==> config.mk <==
export PLATFORM = sky130hd
export DESIGN_NAME = mem_arbiter
export DESIGN_NICKNAME = d
export VERILOG_FILES = /design/src/rtl/mem_arbiter.sv
export SDC_FILE = /design/constraint.sdc
export NUM_CORES = 1
export LEC_CHECK = 0
export ABC_CLOCK_PERIOD_IN_PS = 4300
export CORE_AREA = 2 2 108 110
export CTS_CLUSTER_SIZE = 20
export DETAILED_ROUTE_END_ITERATION = 6
export DIE_AREA = 0 0 110 112
export HOLD_SLACK_MARGIN = 0.08
export PLACE_DENSITY = 0.72
export SYNTH_ARGS = -nofsm -noshare
export SYNTH_HDL_FRONTEND = slang
export SYNTH_SLANG_ARGS = --single-unit
==> constraint.sdc <==
create_clock -name clk -period 4.3 [get_ports clk]
set_clock_uncertainty 0.2 [all_clocks]
set_input_delay 1.075 -clock clk [delete_from_list [all_inputs] [get_ports clk]]
set_output_delay 1.075 -clock clk [all_outputs]
set_load 0.01 [all_outputs]
==> src/rtl/mem_arbiter.sv <==
`default_nettype none
// ============================================================================
// Module   : mem_arbiter
// Brief    : Round-robin arbiter placing the instruction-fetch and data-memory
//            ports onto one shared memory bus, one transaction at a time.
// Revision : 1.0 - initial release
// ============================================================================
module mem_arbiter #(
    parameter logic DMEM_FIRST = 1'b1
) (
    input  logic        clk,
    input  logic        rst,
    // instruction-fetch port
    input  logic        imem_req,
    input  logic [31:0] imem_addr,
    output logic [31:0] imem_rdata,
    output logic        imem_resp,
    // data-memory port
    input  logic [3:0]  dmem_rmask,
    input  logic [3:0]  dmem_wmask,
    input  logic [31:0] dmem_addr,
    input  logic [31:0] dmem_wdata,
    output logic [31:0] dmem_rdata,
    output logic        dmem_resp,
    // shared bus
    output logic [31:0] bmem_addr,
    output logic        bmem_read,
    output logic        bmem_write,
    output logic [3:0]  bmem_wmask,
    output logic [31:0] bmem_wdata,
    input  logic [31:0] bmem_rdata,
    input  logic        bmem_resp
);

    typedef enum logic [1:0] {
        S_IDLE  = 2'd0,
        S_ISSUE = 2'd1,
        S_WAIT  = 2'd2
    } state_t;

    typedef enum logic [1:0] {
        LG_NONE = 2'd0,
        LG_IMEM = 2'd1,
        LG_DMEM = 2'd2
    } last_t;

    state_t      r_state;
    last_t       r_last_grant;
    logic        r_owner_dmem;
    logic [31:0] r_bmem_addr;
    logic        r_bmem_read;
    logic        r_bmem_write;
    logic [3:0]  r_bmem_wmask;
    logic [31:0] r_bmem_wdata;

    logic        w_dmem_pend;
    logic        w_dmem_write;
    logic        w_grant_dmem;
    logic        w_done;

    // Byte offsets are dropped because the bus is word addressed.
    logic        w_unused_addr_lsbs;
    assign w_unused_addr_lsbs = &{1'b0, imem_addr[1:0], dmem_addr[1:0]};

    // A nonzero write mask wins over any read mask.
    assign w_dmem_pend  = (|dmem_rmask) | (|dmem_wmask);
    assign w_dmem_write = |dmem_wmask;

    // Round-robin choice: lone requester wins, a tie goes to whoever did not go last.
    always_comb begin
        w_grant_dmem = 1'b0;
        if (w_dmem_pend && !imem_req) begin
            w_grant_dmem = 1'b1;
        end else if (w_dmem_pend && imem_req) begin
            case (r_last_grant)
                LG_IMEM: w_grant_dmem = 1'b1;
                LG_DMEM: w_grant_dmem = 1'b0;
                default: w_grant_dmem = DMEM_FIRST;
            endcase
        end
    end

    // Bus completion only counts in WAIT; a response during reset belongs to an abandoned transaction.
    assign w_done     = (r_state == S_WAIT) && bmem_resp && !rst;
    assign imem_resp  = w_done && !r_owner_dmem;
    assign dmem_resp  = w_done && r_owner_dmem;
    assign imem_rdata = imem_resp ? bmem_rdata : 32'd0;
    assign dmem_rdata = dmem_resp ? bmem_rdata : 32'd0;

    assign bmem_addr  = r_bmem_addr;
    assign bmem_read  = r_bmem_read;
    assign bmem_write = r_bmem_write;
    assign bmem_wmask = r_bmem_wmask;
    assign bmem_wdata = r_bmem_wdata;

    // Arbitration FSM: grant in IDLE, strobe for one cycle in ISSUE, hold until bus response.
    always_ff @(posedge clk) begin
        if (rst) begin
            r_state      <= S_IDLE;
            r_last_grant <= LG_NONE;
            r_owner_dmem <= 1'b0;
            r_bmem_addr  <= 32'd0;
            r_bmem_read  <= 1'b0;
            r_bmem_write <= 1'b0;
            r_bmem_wmask <= 4'd0;
            r_bmem_wdata <= 32'd0;
        end else begin
            case (r_state)
                S_IDLE: begin
                    if (imem_req || w_dmem_pend) begin
                        r_state      <= S_ISSUE;
                        r_owner_dmem <= w_grant_dmem;
                        if (w_grant_dmem) begin
                            r_last_grant <= LG_DMEM;
                            r_bmem_addr  <= {dmem_addr[31:2], 2'b00};
                            r_bmem_read  <= !w_dmem_write;
                            r_bmem_write <= w_dmem_write;
                            r_bmem_wmask <= w_dmem_write ? dmem_wmask : 4'd0;
                            r_bmem_wdata <= dmem_wdata;
                        end else begin
                            r_last_grant <= LG_IMEM;
                            r_bmem_addr  <= {imem_addr[31:2], 2'b00};
                            r_bmem_read  <= 1'b1;
                            r_bmem_write <= 1'b0;
                            r_bmem_wmask <= 4'd0;
                            r_bmem_wdata <= 32'd0;
                        end
                    end
                end
                S_ISSUE: begin
                    r_bmem_read  <= 1'b0;
                    r_bmem_write <= 1'b0;
                    r_state      <= S_WAIT;
                end
                S_WAIT: begin
                    if (bmem_resp) begin
                        r_state <= S_IDLE;
                    end
                end
                default: begin
                    r_state <= S_IDLE;
                end
            endcase
        end
    end

endmodule
`default_nettype wire

==> results of run 1 <==
==> logic make-up after synthesis <==
kind of cell,after synthesis
flip-flops,72
AO/OA/AOI/OAI,75
AND/OR/NAND/NOR,110
other,1
buffers and inverters,28
==> through the flow <==
stage          std cells  total power [mW]  hold WS (ns)  instance area [sq um]  worst slack (ns)
2_1_floorplan        287             0.983         0.241                   3030              1.09
3_5_place_dp         678              1.28         0.263                   5780             0.134
4_1_cts              693              2.02         0.280                   6070             0.137
6_report             693              1.99         0.275                   6070             0.160
5_1_grt              693              2.08         0.288                   6070            0.0560
3_3_place_gp         678              1.27         0.261                   5780             0.168
==> power by group through the flow <==
stage	registers [mW]	logic [mW]	clock network, mW
after floorplan	0.834	0.149	0
after global placement	0.800	0.474	0
after detailed placement	0.803	0.479	0
after CTS	0.789	0.483	0.747
after global routing	0.800	0.510	0.771
final	0.789	0.475	0.724
==> final cells by class <==
class / count / share of cell area [%]
Sequential cell: 72 / 23.8
Clock buffer: 10 / 3.77
Tap cell: 143 / 2.95
Inverter: 2 / 0.124
Multi-Input combinational cell: 187 / 23.0
Clock inverter: 5 / 0.969
Timing Repair Buffer: 274 / 45.4
==> registers in the layout, indices dropped and copies added (netlist names) <==
register,flops
bmem_wdata,32
bmem_addr,30
bmem_wmask,4
r_last_grant,2
r_state,2
bmem_read,1
bmem_write,1
==> synthesized netlist by cell type (all sizes together) <==
cell	number	share of area, %
o22ai	1	0.21
dfxtp	72	48
nor2b	1	0.21
buf	19	5.2
a21oi	2	0.33
and2	95	20
a32o	1	0.33
a21o	2	0.50
nand3	1	0.17
o211a	1	0.58
nand3b	1	0.25
and3	1	0.21
a22o	36	10
nand2	1	0.12
o221a	1	0.37
conb	1	0.12
clkbuf	7	0.87
o31a	1	0.29
nand2b	1	0.21
a221o	30	9.9
nor3	2	0.70
or4	2	0.74
inv	2	0.25
nor2	5	0.62
==> metal layers <==
layer	vias to the layer above	GRT usage (%)
met1	1454	18.6
met3	17	6.85
met4	0	6.16
met2	152	28.7
li1	1543	-
met5	-	0
==> worst max path at each step <==
stage,startpoint,endpoint,depth (start not counted)
2_1_floorplan,rst,imem_rdata[22],5
3_3_place_gp,rst,dmem_rdata[31],7
3_5_place_dp,rst,dmem_rdata[9],7
4_1_cts,rst,dmem_rdata[9],7
5_1_grt,rst,imem_rdata[2],7
6_report,rst,dmem_rdata[9],7
==> metrics, run 1 <==
initial antenna violation count 0; Die ar. 0.0123 sq mm; post-CTS setup buffers 0; cell chain of the critical path clkdlybuf4s50_1 > nor2_1 > nand3_1 > nor2_1 > buf_12 > and2_1 > clkdlybuf4s50_1; Filler cells a little under 1000; Initial Util 27.1%; cell internal pwr 1.50 mW; Hold Path Origin bmem_wdata[6]; cts bufs inserted 9; PortBufs approximately 270; Worst Path Buf+Inv 3; DR iter-0 viols 159; FF+latch area roughly 0.0014 sq mm; Critical Path End Type primary output; htree depth 3; WL final 10.7 mm; total grt overflow 0; drt wl/cell 15.5 microns; Mapped Area 0.00302 sq mm; Worst-Margin Slew 0.660 ns; Row Count 39; WL met1 4.32 mm; Final Cycle Share between 90% and 100%; critical path type input pin to primary output; IO Pins 276; simple-gate share of the synthesized area about 23%; Max Root-Sink Buffers 2; power per cell area 328 mW/mm^2; sequential fraction of the synthesis area 47.7%; DR pass1 iterations 4; reg2reg start r_state[1]; gr usage total around 17%; clk root buf clkbuf_16; largest family of logic cells by synthesized area compound AO/OA/AOI/OAI gates; Final Critical Period 4.14 ns; GPL Wtd Cong 0.734; # nets final 686; clock group share of total power 36.4%; number of antenna diodes 0; Compound-Gate Fraction of Synth Area a little under a quarter; final core occ between 50% and 60%; outcome finished clean; Reg2Reg Depth 4; Sink Count 72; relative slew slack 56.0%; slowest stage delay, CP 0.56 ns; hold path depth 1; crit path DAT 2.87 ns; largest net degree at the start of global routing between 60 and 70; vias in the first global route 3223; Synth Warn # 0; fin. max-slew vios 0; Avg Inst Size Synth 10.6 sq um; setup TNS 0 ns; Vias approximately 3200; mux contribution to synthesized area 0%; hold buffers post-CTS 0; CTS tree built; chip width 110 microns; Final HPWL DP 8.12 mm; DR WL met2 5.09 mm; footprint of the multi-input gates approximately 0.0014 sq mm; Final Hold Viols 0; DR vias/cell 4.57; ANT nets after route 0; Fmax 0.242 GHz; commonest cells after routing, fill and taps aside 269 x clkdlybuf4s50_1, 72 x dfxtp_1, 66 x and2_1, 36 x a22o_1, 30 x a221o_1; Cells after Synth 286; Top Layer Used met4; Max-Cap Viols 0; xor and xnor fraction of the mapped netlist area 0%; switching share of power 24.6%; die height 112 microns; Hold Crit Class register to register; CP Max Fanout 33; register share of total power 39.7%; WL met3 ~1.1 mm; Layout area overhead 101%; Crit-path slowest cell clkdlybuf4s50_1; Hold EP bmem_wdata[6]; layout cells sized above 1 under 10%; reg2reg end bmem_addr[31]; RSZ-0062 raised after global routing no; register-to-register setup slack 2.18 ns; CTS-repair resized insts 0; critical path's top delay family buffers and inverters; WP data required 3.02 ns; Core Area around 0.011 sq mm; CP startpoint kind input pin; first-pass GRT wire length between 15 and 20 mm; post-synthesis adder-cell area fraction 0%; P_leak 2.34 nW; commonest non-fill, non-tap cell in the layout clkdlybuf4s50_1; Gate power share 23.9%; #FFs+latches synth 72; Worst-Skew Late Latency about 0.32 ns; Setup Viol. Count Final 0; DRC 0; Max VDD drop 342 uV; Yosys cell types 29; Psw 490 uW; clock slew at reported path FFs around 0.060 ns
Note: power is estimated with default switching activity, not from simulation.
==> run 2: changes to the inputs <==
--- a/config.mk
+++ b/config.mk
@@ -11,7 +11,7 @@
 export DETAILED_ROUTE_END_ITERATION = 6
 export DIE_AREA = 0 0 110 112
 export HOLD_SLACK_MARGIN = 0.08
-export PLACE_DENSITY = 0.72
+export PLACE_DENSITY_LB_ADDON = 0.1
 export SYNTH_ARGS = -nofsm -noshare
 export SYNTH_HDL_FRONTEND = slang
 export SYNTH_SLANG_ARGS = --single-unit
==> run 2 against run 1 <==
  * Critical path depth unchanged
  * First-iteration DRC count is 11% lower
  * Highest routed layer unchanged
  * Largest power group unchanged
  * Combinational power is essentially flat
==> metrics, run 2 (same netlist as run 1, synthesis figures left out) <==
CTS-repair resized insts 0 (unchanged); commonest non-fill, non-tap cell in the layout clkdlybuf4s50_1; register share of total power 38.7% (-1.0 points); ANT nets after route 0 (unchanged); Worst-Skew Late Latency 0.32 ns (about the same); cell chain of the critical path clkdlybuf4s50_1 > nor2_1 > nand3_1 > nor2_1 > buf_4 > and2_1 > clkdlybuf4s50_1; Power Total 2.04 mW (+2.6%); CP startpoint rst; Psw 483 uW (-1.4%); slack of the critical path 0.173 ns (+0.0133 ns); total grt overflow 0 (unchanged); slowest stage delay, CP 0.57 ns (about the same); fin. max-slew vios 0 (unchanged); Die ar. 0.0123 sq mm (unchanged); htree depth 3 (unchanged); cell internal pwr 1.56 mW (+4.0%); Initial Util 27.1% (unchanged); die height 112 microns (unchanged); Reg2Reg Depth 4 (unchanged); crit path DAT 2.85 ns (-0.02 ns); Core Area 0.0112 sq mm (unchanged); Critical Path End Type primary output; DR iter-0 viols 141 (-11%); Row Count 39 (unchanged); initial antenna violation count 0 (unchanged); Gate power share 23.4% (-0.5 points); RSZ-0062 raised after global routing no; setup TNS 0 ns (unchanged); post-CTS setup buffers 0 (unchanged); CP startpoint kind input pin; DRC 0 (unchanged); Filler cells 1034 (+5.4%); non-filler cells, final 696 (+0.43%); Final HPWL DP 8.30 mm (+2.3%); clock slew at reported path FFs 0.06 ns (about the same); # nets final 688 (+0.29%); hold path depth 1 (unchanged); critical path type input pin to primary output; design area 0.00608 sq mm (+0.25%); Setup WS pre-CTS 0.170 ns (+0.0362 ns); final core occ 54.4% (+0.13 points); commonest cells after routing, fill and taps aside 269 x clkdlybuf4s50_1, 72 x dfxtp_1, 66 x and2_1, 36 x a22o_1, 30 x a221o_1; WL final 11.0 mm (+2.8%); WP data required 3.02 ns (about the same); power per cell area 336 mW/mm^2 (+2.4%); max FFs per register 32 (unchanged); DR pass1 iterations 4 (unchanged); critical path's top delay family buffers and inverters; number of antenna diodes 0 (unchanged); Worst Path Buf+Inv 3 (unchanged); clk root buf clkbuf_16; Max VDD drop 289 uV (-16%); Final Hold Viols 0 (unchanged); Sink Count 72 (unchanged); P_leak 2.37 nW (+1.2%); hold buffers post-CTS 0 (unchanged); Hold Crit Class register to register; Fmax 0.242 GHz (+0.32%); IO Pins 276 (unchanged); cts bufs inserted 9 (unchanged); first-pass GRT wire length 16.5 mm (+2.3%); relative slew slack 53.7% (-2.2 points); CP Max Fanout 19 (-42%); gr usage total 17.5% (+0.61 points); hold_ws 0.278 ns (+0.00234 ns); Setup Viol. Count Final 0 (unchanged); Area after DPL 0.00577 sq mm (-0.17%); Final Critical Period 4.13 ns (-0.0133 ns); largest net degree at the start of global routing 64 (unchanged); Max Root-Sink Buffers 2 (unchanged); Layout area overhead 101%; Max-Cap Viols 0 (unchanged); Hold Path Origin bmem_wdata[19]; Worst-Margin Slew 0.694 ns (+0.0335 ns); Final Cycle Share 96.0% (-0.31 points); Cells after DPL 680 (+0.29%); vias in the first global route 3277 (+1.7%); clock group share of total power 38.0% (+1.6 points); Crit path depth 7 (unchanged); chip width 110 microns (unchanged); layout cells sized above 1 5.06% (+0.52 points); reg2reg start r_state[1]; GPL Wtd Cong 0.699 (-4.7%); Crit-path slowest cell clkdlybuf4s50_1; CTS tree built; PortBufs 269 (unchanged); DR vias/cell 4.60 (+0.73%); drt wl/cell 15.8 microns (+2.3%); Vias 3203 (+1.2%); outcome finished clean; switching share of power 23.7% (-0.98 points)
==> run 2: cell types whose count changed in the layout (fill, tap and decap cells not counted) <==
cell,previous run,this run
clkinvlp_4,2,0
clkinv_2,1,3
bufinv_16,1,2
buf_4,3,7
buf_12,2,0
==> run 2: area by class of cell <==
type	count	area [sq um]	area share, %
tap	143	179	2.94
clock inverter	6	83.8	1.38
clock buffer	10	229	3.77
multi-input combinational	187	1400	22.9
timing repair buffer	276	2750	45.1
sequential	72	1440	23.7
inverter	2	7.51	0.123
==> run 2: power by group through the flow <==
stage	registers [mW]	logic, mW	clock network, mW
2_1_floorplan	0.834	0.149	0
3_3_place_gp	0.798	0.477	0
3_5_place_dp	0.802	0.481	0
4_1_cts	0.789	0.484	0.797
5_1_grt	0.799	0.513	0.830
6_report	0.789	0.477	0.775
==> run 2: routing by layer <==
layer | wire length, microns | share of wire (%) | up-vias | global-route usage [%]
li1 | - | - | 1554 | -
met2 | 5630 | 51 | 167 | 31.6
met3 | 1180 | 11 | 11 | 7.32
met1 | 4040 | 37 | 1471 | 17.6
met5 | 0 | 0 | - | 0
met4 | 165 | 1.5 | 0 | 5.99
==> run 2: path summary, 6_finish.rpt <==
path | to | slack, ns
max | imem_rdata[24] | 0.17
min | bmem_wdata[19] | 0.28
max reg2reg | bmem_addr[25] | 2.21
min reg2reg | bmem_wdata[19] | 0.28
==> run 3: changes to the inputs <==
--- a/config.mk
+++ b/config.mk
@@ -15,3 +15,4 @@
 export SYNTH_ARGS = -nofsm -noshare
 export SYNTH_HDL_FRONTEND = slang
 export SYNTH_SLANG_ARGS = --single-unit
+export TNS_END_PERCENT = 100
==> results of run 3 <==
Same layout as run 2: the final DEF is identical, and so are final timing and power.
